### src/rtl/serial_shift_transmitter.sv
// rtl/serial_shift_transmitter.sv - parallel-to-serial LSB-first transmitter
// Each bit is held for BIT_PERIOD clocks, with a strobe on the last clock of every bit.
module serial_shift_transmitter #(
  parameter int WIDTH      = 8,
  parameter int BIT_PERIOD = 4194304
) (
  input  logic             clock,
  input  logic             reset,
  input  logic [WIDTH-1:0] data_in,
  input  logic             data_valid,
  output logic             data_ready,
  output logic             serial_out,
  output logic             serial_enable,
  output logic             serial_strobe,
  output logic             done
);

  localparam int PW = (BIT_PERIOD > 1) ? $clog2(BIT_PERIOD) : 1;
  localparam int CW = (WIDTH > 1) ? $clog2(WIDTH) : 1;
  localparam logic [PW-1:0] PRE_LAST = PW'(BIT_PERIOD - 1);
  localparam logic [CW-1:0] CNT_LOAD = CW'(WIDTH - 1);

  typedef enum logic {IDLE, SHIFT} state_t;

  state_t           state, state_next;
  logic [WIDTH-1:0] shift_reg, shift_next;
  logic [CW-1:0]    bit_cnt, bit_cnt_next;
  logic [PW-1:0]    prescaler, prescaler_next;
  logic             done_next;

  always_ff @(posedge clock) begin
    if (reset) begin
      state     <= IDLE;
      shift_reg <= '0;
      bit_cnt   <= '0;
      prescaler <= '0;
      done      <= 1'b0;
    end else begin
      state     <= state_next;
      shift_reg <= shift_next;
      bit_cnt   <= bit_cnt_next;
      prescaler <= prescaler_next;
      done      <= done_next;
    end
  end

  always_comb begin
    state_next     = state;
    shift_next     = shift_reg;
    bit_cnt_next   = bit_cnt;
    prescaler_next = prescaler;
    done_next      = 1'b0;
    data_ready     = 1'b0;
    serial_enable  = 1'b0;
    serial_out     = 1'b0;
    serial_strobe  = 1'b0;
    case (state)
      IDLE: begin
        data_ready = 1'b1;
        if (data_valid) begin
          shift_next     = data_in;
          bit_cnt_next   = CNT_LOAD;
          prescaler_next = '0;
          state_next     = SHIFT;
        end
      end
      SHIFT: begin
        serial_enable = 1'b1;
        serial_out    = shift_reg[0];
        serial_strobe = (prescaler == PRE_LAST);
        if (serial_strobe) begin
          prescaler_next = '0;
          // Counter reaching zero on a strobe means the last bit has just been sampled.
          if (bit_cnt != '0) begin
            shift_next   = shift_reg >> 1;
            bit_cnt_next = bit_cnt - CW'(1);
          end else begin
            state_next = IDLE;
            done_next  = 1'b1;
          end
        end else begin
          prescaler_next = prescaler + PW'(1);
        end
      end
      default: state_next = IDLE;
    endcase
  end

endmodule

### config.mk
export PLATFORM = sky130hd
export DESIGN_NAME = serial_shift_transmitter
export DESIGN_NICKNAME = d
export VERILOG_FILES = /design/src/rtl/serial_shift_transmitter.sv
export SDC_FILE = /design/constraint.sdc
export NUM_CORES = 1
export LEC_CHECK = 0
export BUFFER_PORTS_ARGS = -buffer_cell sky130_fd_sc_hd__buf_2
export CAP_MARGIN = 20
export CORE_UTILIZATION = 58
export CTS_CLUSTER_SIZE = 40
export DETAILED_ROUTE_END_ITERATION = 6
export GPL_TIMING_DRIVEN = 0
export PLACE_DENSITY = 0.8
export SLEW_MARGIN = 5
export SYNTH_ARGS = -nofsm -noshare
export SYNTH_HDL_FRONTEND = slang
export SYNTH_SLANG_ARGS = --single-unit
### constraint.sdc
create_clock -name clock -period 2.1 [get_ports clock]
set_input_delay 0.42 -clock clock [delete_from_list [all_inputs] [get_ports clock]]
set_output_delay 0.42 -clock clock [all_outputs]
set_load 0.05 [all_outputs]
==> results of run 1 <==
[kinds of logic (layout without fill, tap and decap cells)]
logic type | count (synthesis) | after routing | share of synthesized area [%]
AOI/OAI and AO/OA | 52 | 52 | 21.3
xor gates and xnor gates | 2 | 2 | 0.980
adders and majority gates | 3 | 3 | 2.10
and+or+nand+nor | 87 | 87 | 25.4
muxes | 12 | 12 | 6.72
DFF | 35 | 35 | 39.2
buffers and inverters | 18 | 56 | 4.34
[worst max-delay path, cell delays in order, from the launching register on]
cell and delay, ns:
dfxtp_1 0.39, nand4_1 0.21, nor2_4 0.17, and4_4 0.26
nand2_4 0.07, clkinvlp_4 0.08, buf_8 0.13
[cell usage after synthesis (all sizes together) (2+ instances only)]
master,number,area share [%]
o21ai,9,3.1
or4,2,1.1
clkbuf,5,1.0
a22o,3,1.5
a21oi,14,3.9
buf,4,1.4
mux2i,12,6.7
nand3,15,4.2
and2,3,1.0
nor2,23,4.8
dfxtp,35,39
o31ai,3,1.3
or2,2,0.70
ha,3,2.1
a41oi,2,1.4
nand4,7,2.8
nand2,15,3.1
nor3,5,1.4
or3,4,1.5
o211ai,2,0.84
nand2b,3,1.0
and3,3,1.0
a211oi,9,4.3
inv,9,1.9
[through the flow]
stage | hold slack (ns) | instances | total power (W) | setup slack (ns) | setup TNS, ns
after floorplan | 0.437 | 209 | 0.000817 | -0.0822 | -0.0822
after global placement | 0.453 | 255 | 0.000850 | -0.545 | -1.34
after detailed placement | 0.463 | 255 | 0.000859 | -0.611 | -2.28
after CTS | 0.310 | 269 | 0.00138 | 0.00941 | 0
after global routing | 0.304 | 278 | 0.00144 | -0.0570 | -0.120
final | 0.319 | 278 | 0.00138 | 0.0138 | 0
[final cells by class]
cell class | instances | share of cell area [%]
Timing Repair Buffer | 31 | 9.82
Clock inverter | 2 | 1.58
Tap cell | 31 | 1.75
Sequential cell | 35 | 32.4
Clock buffer | 6 | 2.31
Inverter | 9 | 1.69
Buffer | 8 | 1.98
Multi-Input combinational cell | 156 | 48.4
[what timing repair did]
item,CTS,global route
endpoints found under the setup margin,22,14
pin swaps,4,6
buffers inserted,7,9
resized for setup,23,10
[routing by layer]
metal	GRT usage [%]	wire length, µm	vias up
li1	-	-	849
met4	15.3	134	0
met2	43.9	2240	77
met3	8.16	269	13
met5	0	0	-
met1	36.9	1930	832
[worst max path at each step]
stage,startpoint,slack [ns],cells past startpoint,endpoint
floorplan,prescaler[0],-0.08,7,serial_strobe
global placement,prescaler[0],-0.54,8,serial_strobe
CTS,prescaler[4],0.009,6,serial_strobe
finish,prescaler[14],0.01,6,serial_strobe
global route,prescaler[15],-0.06,6,serial_strobe
detailed placement,prescaler[0],-0.61,8,serial_strobe
[power by group]
part           leakage, nW  total, W  switching [W]  internal (W)
registers            0.291  0.000694      0.0000123      0.000682
logic                0.502  0.000175       0.000102     0.0000731
clock network       0.0482  0.000513       0.000231      0.000281
total                0.841   0.00138       0.000346       0.00104
==> impl_metrics.yaml, run 1 <==
worst_setup_path:
  reg2regPathDepth: 7
  timing.rr.start: "bit_cnt[0]"
  r2r_slack_ns: 0.03
  cp.required_ns: 1.68
  critPathKind: "register to primary output"
  endpoint_kind: "primary output"
  critPathMaxFanout: 3
  arrival_ns: 1.67
  r2r_end: "shift_reg[0]"
  cp-start-kind: "register"
clock_tree:
  path_clk_slew_ns: 0.12
  cts_tree: "done"
  cts.path.max_buffers: 2
  clk_latency_ns: 0.35
  cts_inserted_buffers: 5
  cts_hold_buf: 0
  clk_root_buffer_cell: "clkbuf_4"
  cts-htree-levels: 2
  clock_sinks: 35
synthesis:
  netlist_instances: 209
  synth-seq-cells: 35
  netlist_area_mm2: 0.00179
  yosysWarnings: 0
  syn_area_per_cell_um2: 8.55
  synth_edf_count: 0
  synth_ff_type: "dfxtp_1"
  async_flop_share_pct: 0
  syn_nets: 223
  seq_area_frac_synth_pct: 39.2
  synth.distinct_cells: 49
global_routing:
  grt_pass1_wl_mm: 7.19
  grt_usage_pct: 28.8
  antenna_found_initial: 0
  grt_max_degree: 12
  grt-ovfl-total: 0
  first_global_vias: 1579
finish:
  area_growth_pct: 24.0
  nNetsFinal: 260
  final_area_mm2: 0.00222
  multi_input_area_mm2: 0.00107
  layout.cells.most_common: "dfxtp_1"
  final_core_util_pct: 78.4
  largest_reg_flops: 22
  layout_common_cells: "24 x dfxtp_1, 20 x nor2_1, 16 x buf_2, 16 x buf_4"
  fillers: 198
  drive_gt1_share_pct: 31.6
  n_antenna_cell: 0
  seqCellArea_um2: 719
routing:
  wl_mm: 4.57
  ant_nets: 0
  drc: 1
  dr.pass1.iters: 6
  vias_per_cell: 6.37
  wl_per_cell_um: 16.4
  initialDrtViolationCount: 108
  vias: 1771
pwr:
  ir_worst_vdd_uv: 476
  p_leak_nw: 0.841
  powerDensity_mw_per_mm2: 623
min_path:
  min_to: "shift_reg[7]"
  hold_class: "primary input to register"
  whs_path_depth: 3
  min-delay-start: "data_in[7]"
die:
  start_util_pct: 63.2
  die_x_um: 57.5
  rows: 19
  num_io_pins: 16
  core_mm2: 0.00283
  die_h_um: 57.5
  die_area_mm2: 0.00331
run_status:
  outcome: "finished with violations"
  violations: "design-rule violations"
placement:
  place_hpwl_mm: 2.91
  gp_congestion: 0.852
  place_area_mm2: 0.00191
  io_buffer_count: 15
job:
  cap_viol_max_count: 0
sta:
  rsz0062_at_grt: "true"
  fmax_ghz: 0.479
  finalSetupViolations: 0
  period_needed_ns: 2.09
  drv_slew: 0
  finalHoldViolations: 0
  finalCritPeriodShare_pct: 99.3
  skew_ns: 0.0221
  tightest_slew_ns: 0.564
  slew_headroom_pct: 62.2
No activity file was read; power rests on OpenSTA's default activity.
==> run 2: changes to the inputs <==
CORE_UTILIZATION = 45   (was 58)
PLACE_DENSITY = 0.65   (was 0.8)
RECOVER_POWER = 100   (was unset)
==> run 2 against run 1 <==
The flow now finishes without violations. Worst setup slack gained 0.056 ns. Hold slack gained 0.085 ns. Design area shrank 3.4%. Via count shrank 8.1%. Register-to-register slack gained 0.09 ns. Critical path type unchanged. Critical endpoint is now serial_out. Largest cell class unchanged.
==> impl_metrics.yaml, run 2 (synthesized netlist as in run 1, its figures left out) <==
finish:
  nNetsFinal: 251
  final_area_mm2: 0.00214
  area_growth_pct: 19.8
  layout.cells.most_common: "dfxtp_1"
  layout_common_cells: "23 x dfxtp_1, 20 x nor2_1, 14 x buf_2, 14 x nand2_1, 14 x a21oi_1"
  n_antenna_cell: 0
  fillers: 359
  layoutNonFillerInstCount: 286
  drive_gt1_share_pct: 28.6
  largest_reg_flops: 22
sta:
  finalHoldViolations: 0
  finalSetupViolations: 0
  drv_slew: 0
  holdWs_ns: 0.404
  fmax_ghz: 0.492
  skew_ns: 0.00659
  tightest_slew_ns: 0.599
  period_needed_ns: 2.03
  finalCritPeriodShare_pct: 96.7
  slew_headroom_pct: 60.3
pwr:
  intPower_w: 0.000971
  ir_worst_vdd_uv: 377
  p_seq_share_pct: 52.7
  pwr-share-clk_pct: 35.4
  p_leak_nw: 0.771
  combPwrFrac_pct: 11.8
  p_switching_w: 0.000348
  powerDensity_mw_per_mm2: 616
  p_sw_share_pct: 26.4
worst_setup_path:
  cpPeakStageDelay_ns: 0.37
  cp.required_ns: 1.68
  critPathMaxFanout: 10
  crit_family: "buffers and inverters"
  cp.depth: 4
  path_cells: "buf_2 > clkbuf_4 > and2_2 > buf_2"
  critPathSlowestCell: "dfxtp_1"
  endpoint_kind: "primary output"
  cp-start-kind: "register"
  critPathBufInv: 3
  critPathKind: "register to primary output"
  reg2regPathDepth: 6
  cpMostUsedCell: "buf_2"
  arrival_ns: 1.61
die:
  rows: 22
  num_io_pins: 16
  start_util_pct: 47.8
  die_h_um: 65.0
  die_x_um: 65.0
  die_area_mm2: 0.00423
  core_mm2: 0.00374
global_routing:
  antenna_found_initial: 0
  grt_max_degree: 12
  first_global_vias: 1441
  grt_pass1_wl_mm: 6.67
  grt_usage_pct: 20.5
  grt-ovfl-total: 0
min_path:
  hold_class: "primary input to register"
  whs_path_depth: 3
routing:
  drc: 0
  initialDrtViolationCount: 108
  wl_mm: 3.98
  ant_nets: 0
  vias_per_cell: 5.69
  vias: 1628
  wl_per_cell_um: 13.9
  dr.pass1.iters: 4
placement:
  gp_congestion: 0.793
  io_buffer_count: 15
  place_hpwl_mm: 2.73
  place_area_mm2: 0.00193
  placed_cells: 272
clock_tree:
  path_clk_slew_ns: 0.07
  clk_latency_ns: 0.29
  cts_hold_buf: 0
  clock_sinks: 35
  cts-htree-levels: 2
  cts_inserted_buffers: 5
  cts_tree: "done"
  clk_root_buffer_cell: "clkbuf_8"
  cts.path.max_buffers: 2
job:
  cap_viol_max_count: 0
run_status:
  outcome: "completed"
==> run 2: changes by cell type in the layout (fill, tap and decap cells not counted), sizes merged <==
cell    change
buf        -13
bufinv      -1
clkbuf      +3
clkinv      +2
==> run 2: worst min-delay path: cells and delay by family <==
family	cells	cell delay [ns]
compound gates	1	0.08
buf+inv	2	0.14
==> run 2: worst paths after layout <==
check              from       endpoint  slack (ns)
min reg2reg  bit_cnt[0]     bit_cnt[0]        0.44
max               state     serial_out        0.07
max reg2reg       state  prescaler[21]        0.12
min          data_in[7]   shift_reg[7]        0.40
==> run 2: power by group through the flow <==
stage / sequential [W] / clock [W] / combinational [W]
final: 0.000696 / 0.000467 / 0.000156
after detailed placement: 0.000711 / 0 / 0.000147
after floorplan: 0.000712 / 0 / 0.000105
after global placement: 0.000711 / 0 / 0.000147
after global routing: 0.000698 / 0.000508 / 0.000177
after CTS: 0.000696 / 0.000477 / 0.000149
==> run 2: layer usage <==
layer / track usage, % / vias up / part of all wire [%]
met1: 29.0 / 772 / 52
met4: 4.89 / 0 / 0.33
li1: - / 825 / -
met2: 31.0 / 29 / 44
met5: 0 / - / 0
met3: 5.28 / 2 / 3.5
==> run 2: area by class of cell <==
type / count / area, µm² / area share (%)
plain buffers: 8 / 43.8 / 2.04
clock inverters: 3 / 15.0 / 0.701
well taps: 48 / 60.1 / 2.80
multi-input cells: 156 / 1070 / 49.8
repair buffers: 22 / 129 / 6.02
flip-flops and latches: 35 / 721 / 33.6
inverters: 9 / 37.5 / 1.75
clock buffers: 5 / 68.8 / 3.21
==> run 2: what timing repair did <==
| action | CTS | global route |
|---|---|---|
| resized for setup | 15 | 17 |
| pin swaps | 3 | 2 |
| buffers inserted | 3 | 4 |
| gates cloned | 0 | 1 |
| setup endpoints to repair | 24 | 8 |
==> run 2: stage by stage <==
| stage | total power, W | setup WS, ns | util [%] | setup TNS, ns |
|---|---|---|---|---|
| finish | 0.00132 | 0.0693 | 57.2 | 0 |
| global route | 0.00138 | -0.0110 | 57.2 | -0.0207 |
| CTS | 0.00132 | -0.107 | 55.4 | -0.107 |
| floorplan | 0.000817 | -0.0822 | - | -0.0822 |
| detailed placement | 0.000858 | -0.582 | 51.5 | -2.75 |
| global placement | 0.000857 | -0.585 | 51.5 | -2.87 |
